**config.mk**
```make
export PLATFORM = sky130hd
export DESIGN_NAME = flex_counter_ud_flat
export DESIGN_NICKNAME = d
export VERILOG_FILES = /design/src/rtl/flex_counter_ud_if.sv /design/src/rtl/flex_counter_ud.sv /design/src/flat_wrapper.sv
export SDC_FILE = /design/constraint.sdc
export NUM_CORES = 1
export LEC_CHECK = 0
export CORE_ASPECT_RATIO = 1.1
export CORE_MARGIN = 3
export CORE_UTILIZATION = 52
export CTS_CLUSTER_SIZE = 28
export DETAILED_ROUTE_END_ITERATION = 8
export PLACE_DENSITY = 0.79
export SETUP_SLACK_MARGIN = 0.05
export SKIP_LAST_GASP = 1
export SYNTH_ARGS = -nofsm -noshare
export SYNTH_HDL_FRONTEND = slang
export SYNTH_SLANG_ARGS = --single-unit
```
**constraint.sdc**
```tcl
create_clock -name clk -period 3.13 [get_ports clk]
set_input_delay 0.626 -clock clk [delete_from_list [all_inputs] [get_ports clk]]
set_output_delay 0.626 -clock clk [all_outputs]
set_load 0.01 [all_outputs]
```
**src/rtl/flex_counter_ud_if.sv**
```systemverilog
// flex_counter_ud_if
//   Control and status bundle for flex_counter_ud.
//   master : the block that drives the counter controls and observes status.
//   slave  : the counter itself.
//   Controls : clear, load, load_val, count_enable, count_down, one_shot,
//              rollover_val
//   Status   : count_out, rollover_flag, wrap_pulse, done
interface flex_counter_ud_if #(
  parameter int unsigned NUM_CNT_BITS = 4
);
  logic                    clear;
  logic                    load;
  logic [NUM_CNT_BITS-1:0] load_val;
  logic                    count_enable;
  logic                    count_down;
  logic                    one_shot;
  logic [NUM_CNT_BITS-1:0] rollover_val;
  logic [NUM_CNT_BITS-1:0] count_out;
  logic                    rollover_flag;
  logic                    wrap_pulse;
  logic                    done;

  modport master (
    output clear, load, load_val, count_enable, count_down, one_shot,
           rollover_val,
    input  count_out, rollover_flag, wrap_pulse, done
  );

  modport slave (
    input  clear, load, load_val, count_enable, count_down, one_shot,
           rollover_val,
    output count_out, rollover_flag, wrap_pulse, done
  );
endinterface

```
**src/rtl/flex_counter_ud.sv**
```systemverilog
// flex_counter_ud
//   Parametrised up/down counter with programmable rollover value R,
//   parallel load, one-shot (stop at terminal) mode and registered status.
//   Terminal value T is R when counting up and 1 when counting down.
//   Up sequence from 0 with R=3   : 0,1,2,3,1,2,3,...
//   Down sequence from 0 with R=3 : 0,3,2,1,3,2,1,...
// Ports
//   clk   : system clock, rising edge
//   n_rst : asynchronous active-low reset
//   bus   : flex_counter_ud_if slave modport
//           clear        - sync clear of count and status (highest priority)
//           load         - sync parallel load of load_val
//           count_enable - advance one step this cycle
//           count_down   - 0 = up, 1 = down
//           one_shot     - stop at terminal value instead of restarting
//           rollover_val - terminal/restart value R
//           count_out    - current count (registered)
//           rollover_flag- high while count_out equals T (registered)
//           wrap_pulse   - one-cycle pulse when count restarts from T
//           done         - sticky, set on reaching T in one-shot mode
module flex_counter_ud #(
  parameter int unsigned NUM_CNT_BITS = 4
) (
  input  logic              clk,
  input  logic              n_rst,
  flex_counter_ud_if.slave  bus
);

  localparam logic [NUM_CNT_BITS-1:0] CNT_ZERO = '0;
  localparam logic [NUM_CNT_BITS-1:0] CNT_ONE  = {{(NUM_CNT_BITS-1){1'b0}}, 1'b1};

  logic [NUM_CNT_BITS-1:0] count_q;
  logic                    flag_q;
  logic                    wrap_q;
  logic                    done_q;

  logic [NUM_CNT_BITS-1:0] next_count;
  logic                    next_flag;
  logic                    next_wrap;
  logic                    next_done;
  logic [NUM_CNT_BITS-1:0] term_val;
  logic                    illegal_cfg;

  // Terminal value follows the direction sampled this cycle, so a direction
  // change while holding re-evaluates the flag on the next edge.
  assign term_val    = bus.count_down ? CNT_ONE : bus.rollover_val;
  assign illegal_cfg = (bus.rollover_val == CNT_ZERO);

  always_comb begin
    next_count = count_q;
    next_wrap  = 1'b0;
    next_done  = done_q;

    if (bus.clear) begin
      next_count = '0;
      next_done  = 1'b0;
    end else if (bus.load) begin
      next_count = bus.load_val;
      // Loading the terminal value in one-shot mode counts as reaching it.
      next_done  = bus.one_shot && (bus.load_val == term_val);
    end else if (bus.count_enable && !illegal_cfg && !done_q) begin
      if (!bus.count_down) begin
        if (count_q == bus.rollover_val) begin
          if (!bus.one_shot) begin
            next_count = CNT_ONE;
            next_wrap  = 1'b1;
          end
        end else begin
          // Values above R run through the top of the range and wrap to 0.
          next_count = count_q + CNT_ONE;
        end
      end else begin
        if (count_q == CNT_ONE) begin
          if (!bus.one_shot) begin
            next_count = bus.rollover_val;
            next_wrap  = 1'b1;
          end
        end else if (count_q == CNT_ZERO) begin
          // Starting from the cleared state is not a restart.
          next_count = bus.rollover_val;
        end else begin
          next_count = count_q - CNT_ONE;
        end
      end
      // Holding at T in one-shot mode also lands here, which makes done
      // sticky-set whether T was reached by stepping or was already present.
      if (bus.one_shot && (next_count == term_val)) begin
        next_done = 1'b1;
      end
    end

    next_flag = (next_count == term_val);
  end

  always_ff @(posedge clk or negedge n_rst) begin
    if (!n_rst) begin
      count_q <= '0;
      flag_q  <= 1'b0;
      wrap_q  <= 1'b0;
      done_q  <= 1'b0;
    end else begin
      count_q <= next_count;
      flag_q  <= next_flag;
      wrap_q  <= next_wrap;
      done_q  <= next_done;
    end
  end

  assign bus.count_out     = count_q;
  assign bus.rollover_flag = flag_q;
  assign bus.wrap_pulse    = wrap_q;
  assign bus.done          = done_q;

  // A restart can only happen while not in the one-shot done state.
  a_wrap_not_done: assert property (
    @(posedge clk) disable iff (!n_rst) wrap_q |-> !done_q
  );

endmodule

```
**src/flat_wrapper.sv**
```systemverilog
// flat-port wrapper written by rule: the top's interface ports become plain ports
module flex_counter_ud_flat 
#(
  parameter int unsigned NUM_CNT_BITS = 4
)
  (clk, n_rst, bus_clear, bus_load, bus_load_val, bus_count_enable, bus_count_down, bus_one_shot, bus_rollover_val, bus_count_out, bus_rollover_flag, bus_wrap_pulse, bus_done);
  flex_counter_ud_if #(.NUM_CNT_BITS(NUM_CNT_BITS)) bus_i ();
  input  logic clk;
  input  logic n_rst;
  input wire logic [$bits(bus_i.clear)-1:0] bus_clear;
  input wire logic [$bits(bus_i.load)-1:0] bus_load;
  input wire logic [$bits(bus_i.load_val)-1:0] bus_load_val;
  input wire logic [$bits(bus_i.count_enable)-1:0] bus_count_enable;
  input wire logic [$bits(bus_i.count_down)-1:0] bus_count_down;
  input wire logic [$bits(bus_i.one_shot)-1:0] bus_one_shot;
  input wire logic [$bits(bus_i.rollover_val)-1:0] bus_rollover_val;
  output wire logic [$bits(bus_i.count_out)-1:0] bus_count_out;
  output wire logic [$bits(bus_i.rollover_flag)-1:0] bus_rollover_flag;
  output wire logic [$bits(bus_i.wrap_pulse)-1:0] bus_wrap_pulse;
  output wire logic [$bits(bus_i.done)-1:0] bus_done;
  assign bus_i.clear = bus_clear;
  assign bus_i.load = bus_load;
  assign bus_i.load_val = bus_load_val;
  assign bus_i.count_enable = bus_count_enable;
  assign bus_i.count_down = bus_count_down;
  assign bus_i.one_shot = bus_one_shot;
  assign bus_i.rollover_val = bus_rollover_val;
  assign bus_count_out = bus_i.count_out;
  assign bus_rollover_flag = bus_i.rollover_flag;
  assign bus_wrap_pulse = bus_i.wrap_pulse;
  assign bus_done = bus_i.done;
  flex_counter_ud #(.NUM_CNT_BITS(NUM_CNT_BITS)) u_core (.clk(clk), .n_rst(n_rst), .bus(bus_i));
endmodule
```
# Yosys cells after proc, flatten, opt, wreduce, memory -nomap -nowiden
# Index checks and enable logic that the tools add are counted.
word_totals:
  ff_bits: 7
  inputBits: 15
  word_cells: 46
classes:
  n_addsub: 2
  eq_ne: 5
  muxes: 24
  reduce_logical: 11
ops:
  columns: ["cell", "n"]
  rows:
  - ["4-bit two-way mux", 13]
  - ["4-bit == test", 4]
  - ["1-bit two-way mux", 11]
  - ["4-bit logical NOT", 2]
  - ["3-bit nonzero test", 2]
  - ["4-bit by 1-bit adder with 4-bit output (second input constant)", 1]
  - ["4-bit by 1-bit == test with 1-bit output (second input constant)", 1]
  - ["1-bit logical AND", 4]
  - ["4-bit by 1-bit subtractor with 4-bit output (second input constant)", 1]
  - ["1-bit logical NOT", 2]
  - ["2-bit AND reduction", 1]

# Depth between registers and ports, before layout
# Gate-level depths: netlist (run 1).
depth:
  depth_word: 13
  depth_mapped: 10
  depth_no_buf: 8

# Least setup slack after synthesis (run 1)
# Ideal clock, no wire load.
synth_path:
  path_type: "input -> register"
  startpoint: "input port bus_rollover_val[2]"
  endpoint: "register u_core.flag_q (netlist: u_core.bus.rollover_flag)"
  setup_ps: 96
  arrival_time_ps: 2288
  path_slack_ps: 746
  cell_stages: 7
  path_buffers: 1
  path_cell_list: "buf_6 -> xor2_2 -> nor4_4 -> mux2_2 -> o311ai_0 -> o2111ai_1 -> nor4_2"
synth_via:
  elab_chain_cells: 10
synth_lines:
  columns: ["element", "line_no", "source"]
  rows:
  - ["start, declared", "flat_wrapper.sv:16", "input wire logic [$bits(bus_i.rollover_val)-1:0] bus_rollover_val;"]
  - ["4-bit == test, or another cell as far along", "flex_counter_ud.sv:63", "if (count_q == bus.rollover_val) begin"]
  - ["4-bit two-way mux, on equally long branches", "flex_counter_ud.sv:63, flex_counter_ud.sv:73", null]
  - ["4-bit two-way mux", "flex_counter_ud.sv:62", "if (!bus.count_down) begin"]
  - ["4-bit two-way mux", "flex_counter_ud.sv:61", "end else if (bus.count_enable && !illegal_cfg && !done_q) begin"]
  - ["4-bit two-way mux", "flex_counter_ud.sv:57", "end else if (bus.load) begin"]
  - ["4-bit two-way mux", "flex_counter_ud.sv:54", "if (bus.clear) begin"]
  - ["4-bit two-way mux", "flex_counter_ud.sv:61", null]
  - ["4-bit two-way mux", "flex_counter_ud.sv:57", null]
  - ["4-bit two-way mux", "flex_counter_ud.sv:54", null]
  - ["4-bit == test (*)", "flex_counter_ud.sv:92", "next_flag = (next_count == term_val);"]
  - ["via u_core.next_flag", "flex_counter_ud.sv:38", "logic next_flag;"]
  - ["end signal, assigned", "flex_counter_ud.sv:103", "flag_q <= next_flag;"]
  - ["end, declared", "flex_counter_ud.sv:33", "logic flag_q;"]
# Mark *: on every way through the listed nets, which the timed path passes. The rest lies on a longest branch. The select of a mux whose other input is x is not followed.
# A chain may end at the register's enable or synchronous reset.

# Worst setup path in the final report (run 1)
# Ends and elaborated chain as after synthesis.

==> results of run 1 <==
## synthesized netlist by cell type (all sizes together) (3+ instances only)
cell and n:
inv 6, nor3 6, mux2i 4, or3 3, nand4 3, a221oi 3
xnor2 5, ha 3, o311ai 3, nor2 14, a211oi 3, dfrtp 7
buf 3, o21ai 13, xor2 5, a21oi 9, nand2 13, clkbuf 9
nor2b 11
## cell type report
cell class	instances	area [µm²]
Fill cell	186	582
Timing Repair Buffer	33	300
Tap cell	28	35.0
Sequential cell	7	175
Multi-Input combinational cell	136	940
Clock buffer	4	26.3
Inverter	7	26.3
## sequential cells by signal, summed over array words and instances (netlist names)
register and cells:
u_core.bus.done 1, u_core.bus.wrap_pulse 1, u_core.bus.count_out 4, u_core.bus.rollover_flag 1
## power by group through the flow
stage | Combinational, µW | Clock (µW) | Sequential, µW
floorplan | 148 | 0 | 108
global placement | 223 | 0 | 112
detailed placement | 226 | 0 | 112
CTS | 227 | 85.9 | 111
global route | 250 | 98.1 | 113
finish | 231 | 84.5 | 111
## worst max-delay path by stage
stage                   startpoint  slack [ps]                                  to  cells after the start
6_report       bus_rollover_val[2]         400  u_core.bus.rollover_flag$_DFF_PN0_                      8
5_1_grt        bus_rollover_val[2]         320  u_core.bus.rollover_flag$_DFF_PN0_                      8
4_1_cts        bus_rollover_val[2]         430  u_core.bus.rollover_flag$_DFF_PN0_                      8
3_5_place_dp   bus_rollover_val[2]         170  u_core.bus.rollover_flag$_DFF_PN0_                      8
3_3_place_gp   bus_rollover_val[2]         210  u_core.bus.rollover_flag$_DFF_PN0_                      8
2_1_floorplan  bus_rollover_val[2]         750  u_core.bus.rollover_flag$_DFF_PN0_                      7
## stage by stage
step	total power (µW)	cell area [µm²]	utilization (%)
after floorplan	255	1200	-
after global placement	335	1480	70.8
after detailed placement	338	1480	70.8
after CTS	424	1500	72.1
after global routing	461	1500	72.1
final	427	1500	72.1
## critical path, delay by kind of cell
family | cells | cell delay [ps]
and+or+nand+nor | 4 | 1160
AOI/OAI and AO/OA | 2 | 420
buffers and inverters | 2 | 640
## routing by layer
| layer | vias to the layer above | track usage, % | part of all wire (%) |
|---|---|---|---|
| li1 | 652 | - | - |
| met4 | 0 | 4.87 | 1.0 |
| met2 | 92 | 47.3 | 49 |
| met1 | 664 | 37.6 | 41 |
| met3 | 6 | 5.84 | 9.6 |
| met5 | - | 0 | 0 |
## logic make-up (layout without fill, tap and decap cells)
group / Yosys count / after routing / synth area share, %
simple gates: 67 / 67 / 32.1
compound gates: 51 / 51 / 31.1
buf+inv: 19 / 44 / 6.80
xor+xnor: 10 / 10 / 7.95
flops: 7 / 7 / 14.6
mux: 5 / 5 / 4.29
fa+ha+maj: 3 / 3 / 3.14
==> impl_results.md, run 1 <==
- Aggregate negative setup slack: 0 ps
- Net Switching: 177 µW
- CTS Buf Count: 3
- I/O pin count: 22
- Iter 0 DRT Violations: 83
- YS warnings: 0
- Htree depth: 1
- First-pass GRT wire length: 6330 µm
- # hold bufs at CTS: 0
- Share of cells above drive strength 1: 13.9%
- Flop pwr share: 26.0%
- ANT cells: 0
- Detailed-route wire length per cell: 17.6 µm
- Post-Layout Cell Count: 215
- FP Rows: 17
- Gate Count Post-Synth: 162
- Total Routed Length: 3780 µm
- Clock slew at reported path FFs: 60 ps
- GRT overflow: 0
- CTS Root Buffer Type: clkbuf_4
- Worst r2r dst: u_core.bus.rollover_flag$_DFF_PN0_
- Final Setup Violations: 0
- Mapped Nets: 180
- CP required: 3260 ps
- Pwr dens: 284 nW/µm²
- Pint: 250 µW
- RSZ-0062 raised after global routing: no
- Share of synthesized registers carrying an async set or reset: 100%
- Worst-path cell chain: clkdlybuf4s50_1 > buf_4 > or4_1 > and3b_1 > or3_1 > a211o_1 > o2111ai_1 > nor4_2
- Post-synth EDFFs: 0
- Placed cell count: 211
- R2R depth: 6
- Antenna violations before repair: 0
- Max Fclk: 0.367 GHz
- FF+latch count, synth: 7
- Max Cap Viol: 0
- Total Routing Usage GR: 28.3%
- Die height: 56.3 µm
- Comb pwr share: 54.2%
- GPL Wtd Cong: 1.01
- Main flop type after synthesis: dfrtp_1
- Layout area overhead: 25.6%
- Max stage delay on crit path: 500 ps
- Die ar.: 2910 µm²
- Top cells by area, synth: dfrtp_1 (15%), nor2b_1 (5.8%), o21ai_0 (5.0%)
- Leakage: 0.000581 µW
- Netlist cell types: 55
- Post-CTS Setup Inserts: 0
- Area leader, netlist: dfrtp_1
- Worst hold margin: 637 ps
- Most common cell after layout, fill and taps aside: clkdlybuf4s50_1
- Pin count of the biggest net entering global routing: 15
- CTS Sinks: 7
- CP endpoint kind: register
- CP arrival: 2860 ps
- DIE WIDTH: 51.7 µm
- Remaining routing DRC violations: 0
- Port bufs: 21
- Layout Skew: 2.03 ps
- Hpwl dp: 3000 µm
- FF-to-FF setup slack: 490 ps
- Slew at the pin with the worst max-slew slack: 491 ps
- Critical Path Source Type: input port
- Clock power share: 19.8%
- Vias in the first global route: 1325
- Register area share after synthesis: 14.6%
- Final nets: 206
- Final Max Slew Viols: 0
- RR Startpoint: u_core.bus.count_out[0]$_DFF_PN0_
- Final min period: 2730 ps
- Detail Route Antenna Nets: 0
- Synth Area per Inst: 7.38 µm²
- Final worst slack: 402 ps
- Mapped Area: 1200 µm²
- Core Area: 2080 µm²
- Max_slew headroom: 67.3%
- Kind of critical path: input port to register
- Skew-Pair Late Insertion Delay: 250 ps
- Sw frac: 41.5%
- Most frequent cells in the layout: clkdlybuf4s50_1 (21), nor2_1 (14), nand2_1 (13)
- Hold WC Path Type: input port to async pin
- PostCTS Resize Cnt: 0
- Clock buffer depth: 2
- Final hold viol count: 0
- Share of the synthesized area in the top cell type: 14.6%
- Vias per inst: 6.58
- Critical-path top delay cell: or4_1
- Total number of vias: 1414
- Final period util: 87.1%
- Initial Util: 57.4%
- CTS tree: built
- Crit Path Max Fanout: 7
- First-pass detailed-route iteration total: 5
- Status: completed
- Dpl ws: 168 ps
- Peak VDD IR: 0.263 mV
Note: power is estimated with default switching activity, not from simulation.
==> run 2: changes to the inputs <==
Settings changed: SLEW_MARGIN from default to 40.
==> results of run 2 <==
No change in the layout: final DEF, timing and power equal those of run 1.
==> RTL change 1 (flow settings as in run 2) <==
`NUM_CNT_BITS` is set to 4 in 3 places; all go to 5.
--- a/src/rtl/flex_counter_ud_if.sv
+++ b/src/rtl/flex_counter_ud_if.sv
@@ -8,3 +8,3 @@
 interface flex_counter_ud_if #(
-  parameter int unsigned NUM_CNT_BITS = 4
+  parameter int unsigned NUM_CNT_BITS = 5
 );
--- a/src/rtl/flex_counter_ud.sv
+++ b/src/rtl/flex_counter_ud.sv
@@ -21,3 +21,3 @@
 module flex_counter_ud #(
-  parameter int unsigned NUM_CNT_BITS = 4
+  parameter int unsigned NUM_CNT_BITS = 5
 ) (
--- a/src/flat_wrapper.sv
+++ b/src/flat_wrapper.sv
@@ -3,3 +3,3 @@
 #(
-  parameter int unsigned NUM_CNT_BITS = 4
+  parameter int unsigned NUM_CNT_BITS = 5
 )
Interface: changed (resized bus_count_out, bus_load_val and bus_rollover_val); port bits go from 22 to 25. No check against the original RTL was run, so the function may have changed too.
==> RTL change 1 against run 2 <==
  * Wire length increased by 28%
  * Synthesized area rose by 23%
  * Count of clock-buffer cells in the layout is 1 lower
  * Total power grew 18%
  * Sequential power is 15% higher
  * Sequential cell count is 1 higher
  * Worst setup slack got worse by 0.16 ns
  * Cell area up 23%
  * Sequential share of layout area decreased by 0.81 points
  * Synthesized cell count grew 26%
  * Die area rose by 20%
  * Utilization fell by 0.87 points
  * Highest routed layer unchanged
==> RTL change 1: results (changes against run 2) <==
- Fraction of layout cells with a size suffix above 1: 0.149 (+0.00990)
- CP max stage delay: 0.59 ns (+0.09 ns)
- Crit path max fanout: 6 (-1)
- Most frequent cells after synthesis: nor2_1 (24), nand2_1 (13), a21oi_1 (12), inv_1 (12), clkbuf_1 (10)
- CTS Buf Count: 3 (unchanged)
- Skew final: 0.000773 ns (-0.00125 ns)
- Cell count after synthesis: 204 (+26%)
- Synthesized net count: 225 (+25%)
- Total Wirelength: 4840 µm (+28%)
- Ys async rst share: 1.00 (unchanged)
- PortBufs: 24 (+14%)
- 1st-iter DRT viols: 142 (+71%)
- Post-Place Setup Slack: 0.0145 ns (-0.153 ns)
- Reg power frac: 0.254 (-0.006)
- Post-synthesis mux area share: 0.0409 (-0.00204)
- GPL Wtd Cong: 0.959 (-5.3%)
- Seq/Total Area, Yosys: 0.136 (-0.0103)
- Overall global routing resource usage: 0.285 (+0.00140)
- Pleak: 0.778 nW (+34%)
- Yosys cell types: 63 (+15%)
- Largest net degree at the start of global routing: 17 (+2)
- Number of global-route vias before repair: 1587 (+20%)
- Met3 wire length: 393 µm (+8.0%)
- Synth Area in Adders: 0.0340 (+0.00266)
- Layout fillers: 217 (+17%)
- Grt met1 use: 0.380 (+0.00386)
- Max reg flops: 5 (+1)
- Via density per instance: 6.44 (-2.1%)
- Combinational Power Share: 0.586 (+0.044)
- Met2 Resource Use GR: 0.467 (-0.00573)
- Post-synthesis xor/xnor area fraction: 0.0715 (-0.00801)
- Compound-gate portion of the synthesized area: 0.329 (+0.0178)
- Nets@finish: 258 (+25%)
- Hpwl dp: 3840 µm (+28%)
- Met3 usage: 0.0455 (-0.0129)
- Seq power: 0.000128 W (+15%)
- Routed wl met2: 2290 µm (+25%)
- Worst hold path type: flop to flop
- CP arrival: 3.05 ns (+0.19 ns)
- Slew HR: 0.669 (-0.00397)
- Non-Filler Instances: 266 (+24%)
- Internal power: 0.000288 W (+15%)
- Max VDD drop: 0.000307 V (+17%)
- Status: complete, no violations
- N_diodes: 0 (unchanged)
- Slowest stage cell, crit path: or4_4
- Most area-consuming cells after synthesis: dfrtp_1 (14%), nor2_1 (6.1%), xor2_1 (4.8%)
- First-pass GRT wire length: 7680 µm (+21%)
-- RTL change 1: worst paths after layout --
| path | from | endpoint | slack (ns) | cells past startpoint |
|---|---|---|---|---|
| max | bus_rollover_val[1] | u_core.bus.rollover_flag | 0.25 | 9 |
| min | u_core.bus.done | u_core.bus.done | 0.59 | 2 |
| max reg2reg | u_core.bus.count_out[1] | u_core.bus.rollover_flag | 0.51 | 10 |
| min reg2reg | u_core.bus.done | u_core.bus.done | 0.59 | 2 |
| max in group asynchronous | n_rst | u_core.bus.count_out[3] | 2.21 | 1 |
| min in group asynchronous | n_rst | u_core.bus.count_out[0] | 0.65 | 1 |
-- RTL change 1: layout make-up --
| type | instances | area, µm² | area share |
|---|---|---|---|
| Multi-Input combinational cell | 170 | 1160 | 0.631 |
| Tap cell | 31 | 38.8 | 0.0210 |
| Sequential cell | 8 | 200 | 0.108 |
| Inverter | 12 | 45.0 | 0.0244 |
| Clock buffer | 3 | 22.5 | 0.0122 |
| Timing Repair Buffer | 42 | 375 | 0.203 |
==> RTL change 2 (settings of run 2) <==
Without the edit above. Reset style: synchronous (`n_rst`), changed in one clocked block. Comments in the files are not updated.
--- a/src/rtl/flex_counter_ud.sv
+++ b/src/rtl/flex_counter_ud.sv
@@ -94,3 +94,3 @@
 
-  always_ff @(posedge clk or negedge n_rst) begin
+  always_ff @(posedge clk) begin
     if (!n_rst) begin
Check against the original RTL: differs if n_rst is asserted again (counterexample within 4 cycles, from zero or initial values and one cycle with n_rst low); with n_rst held inactive, the same outputs for 10 cycles.
==> RTL change 2 against run 2 <==
  * Cell area fell by 4.0%
  * Global-route usage decreased by 3.1 points
  * Combinational power down 21%
  * Clock skew decreased by 0.0018 ns
  * Sequential cell count stayed put
  * Total power shrank 16%
  * Worst setup slack gained 0.011 ns
  * Sequential share of layout area shrank 1.9 points
  * Non-clock buffer count is 1 lower
  * Largest power group unchanged
  * First-iteration DRC count fell by 28%
  * Wire length shrank 10%
  * Synthesized area is 3.2% lower
  * Critical endpoint is now u_core.bus.done
==> RTL change 2: results (changes against run 2) <==
- Ys async rst share: 0 (-1.00)
- Pleak: 0.554 nW (-4.7%)
- Number of global-route vias before repair: 1251 (-5.6%)
- Synthesized net count: 172 (-4.4%)
- PortBufs: 21 (unchanged)
- Worst hold path type: flop to flop
- Main combinational cell family by area after synthesis: simple AND/OR/NAND/NOR gates
- Worst r2r src: u_core.bus.count_out[1]
- Fraction of layout cells with a size suffix above 1: 0.156 (+0.0174)
- Total Wirelength: 3410 µm (-10%)
- Via density per instance: 6.50 (-1.2%)
- Period utilisation layout: 0.868 (-0.00355)
- Post-cts sizing count: 0 (unchanged)
- Reg-to-reg endpoint: u_core.bus.rollover_flag
- Post-synthesis mux area share: 0.0584 (+0.0155)
- Most area-consuming cells after synthesis: dfxtp_1 (12%), nand2_1 (5.2%), nor2_1 (4.9%)
- Clk buf depth: 2 (unchanged)
- Most frequent cells after synthesis: nand2_1 (16), nor2_1 (15), dfxtp_1 (7), inv_1 (7)
- Crit path max fanout: 7 (unchanged)
- Worst-path clk slew: 0.05 ns
- Slew HR: 0.617 (-0.0557)
- Largest net degree at the start of global routing: 26 (+11)
- Overall global routing resource usage: 0.252 (-0.0310)
- Post CTS Setup Buffer Count: 0 (unchanged)
- Synth Flop Type: dfxtp_1
- Worst-skew pair later-pin latency: 0.24 ns
- Hold path depth: 2
- Skew final: 0.000231 ns (-0.00180 ns)
- H-tree levels: 1 (unchanged)
- Drt pass-1 iters: 4 (-1)
- 1st-iter DRT viols: 60 (-28%)
- CP arrival: 2.86 ns (about the same)
- Root Buffer: clkbuf_4
- Flop2flop setup slack: 0.51 ns (+0.02 ns)
- Post-synthesis xor/xnor area fraction: 0.0832 (+0.00375)
- GPL Wtd Cong: 0.965 (-4.7%)
- Max reg flops: 4 (unchanged)
- Status: complete, no violations
- Initial antenna violation count: 0 (unchanged)
- N_diodes: 0 (unchanged)
- Yosys cell types: 57 (+3.6%)
- Hpwl dp: 2680 µm (-11%)
- Synth warnings: 0 (unchanged)
- Layout fillers: 180 (-3.2%)
- First-pass GRT wire length: 5720 µm (-9.7%)
- Compound-gate portion of the synthesized area: 0.299 (-0.0112)
- Max VDD drop: 0.000438 V (+66%)
- R2R depth: 9 (+3)
- Hold Startpoint: u_core.bus.done
- CTS Buf Count: 3 (unchanged)
- Seq/Total Area, Yosys: 0.121 (-0.0254)
- Post-Place Setup Slack: 0.170 ns (+0.00175 ns)
- Nets@finish: 198 (-3.9%)
- Hold Path Sink: u_core.bus.done
- Synth Area in Adders: 0.0324 (+0.00105)
- Hold Slack: 0.697 ns (+0.0597 ns)
RTL change 2: cell types whose count changed in the layout (fill, tap and decap cells not counted), moves of 5 or more:
cell	before	now
o21ai_0	12	3
a31oi_1	1	6
dfrtp_1	7	0
dfxtp_1	0	7
nor2b_1	11	5
RTL change 2: metrics by stage:
step / instances / power, W / utilization / cell area, µm²
floorplan: 154 / 0.000220 / - / 1160
global placement: 203 / 0.000276 / 0.686 / 1420
detailed placement: 203 / 0.000280 / 0.686 / 1420
CTS: 207 / 0.000360 / 0.699 / 1440
global route: 207 / 0.000385 / 0.699 / 1440
finish: 207 / 0.000360 / 0.699 / 1440
RTL change 2: cells by family (layout without fill, tap and decap cells):
logic type               Yosys count  count (layout)
flip-flops                         7               7
XOR/XNOR                           8               8
AO/OA/AOI/OAI                     44              44
buffers and inverters             19              44
adder cells (fa/ha/maj)            3               3
AND/OR/NAND/NOR                   67              67
multiplexers                       6               6
RTL change 2: layer usage:
metal / wire length, µm / GRT usage / up-vias / share of wire
li1: - / - / 629 / -
met1: 1380 / 0.331 / 626 / 0.41
met2: 1620 / 0.409 / 78 / 0.48
met3: 300 / 0.0620 / 12 / 0.088
met4: 99 / 0.0615 / 0 / 0.029
met5: 0 / 0 / - / 0
RTL change 2: area by class of cell:
cell class	instances	area, µm²	area share
flip-flops and latches	7	140	0.0971
well taps	28	35.0	0.0243
multi-input cells	128	918	0.637
inverters	8	30.0	0.0208
clock buffers	4	26.3	0.0182
repair buffers	32	293	0.203
RTL change 2: power by group:
part / leakage, nW / switching, W / internal (W)
Sequential: 0.0570 / 0.00000601 / 0.0000929
Combinational: 0.482 / 0.0000975 / 0.0000857
Clock: 0.0150 / 0.0000299 / 0.0000484
RTL change 2: worst max-delay path: stages:
cell             delay [ns]
clkdlybuf4s50_1        0.57
xnor2_2                0.30
nand4b_4               0.19
buf_4                  0.20
mux2i_1                0.26
nand2_1                0.09
a221oi_1               0.29
a211oi_1               0.14
a2111oi_2              0.20
RTL change 2: how the worst max path moves through the flow:
| stage | from | endpoint | cells after the start |
|---|---|---|---|
| floorplan | u_core.bus.count_out[0] | u_core.bus.rollover_flag | 8 |
| global placement | bus_rollover_val[3] | u_core.bus.done | 9 |
| detailed placement | bus_rollover_val[1] | u_core.bus.done | 8 |
| CTS | bus_rollover_val[1] | u_core.bus.rollover_flag | 8 |
| global route | bus_rollover_val[1] | u_core.bus.rollover_flag | 8 |
| finish | bus_rollover_val[1] | u_core.bus.done | 9 |
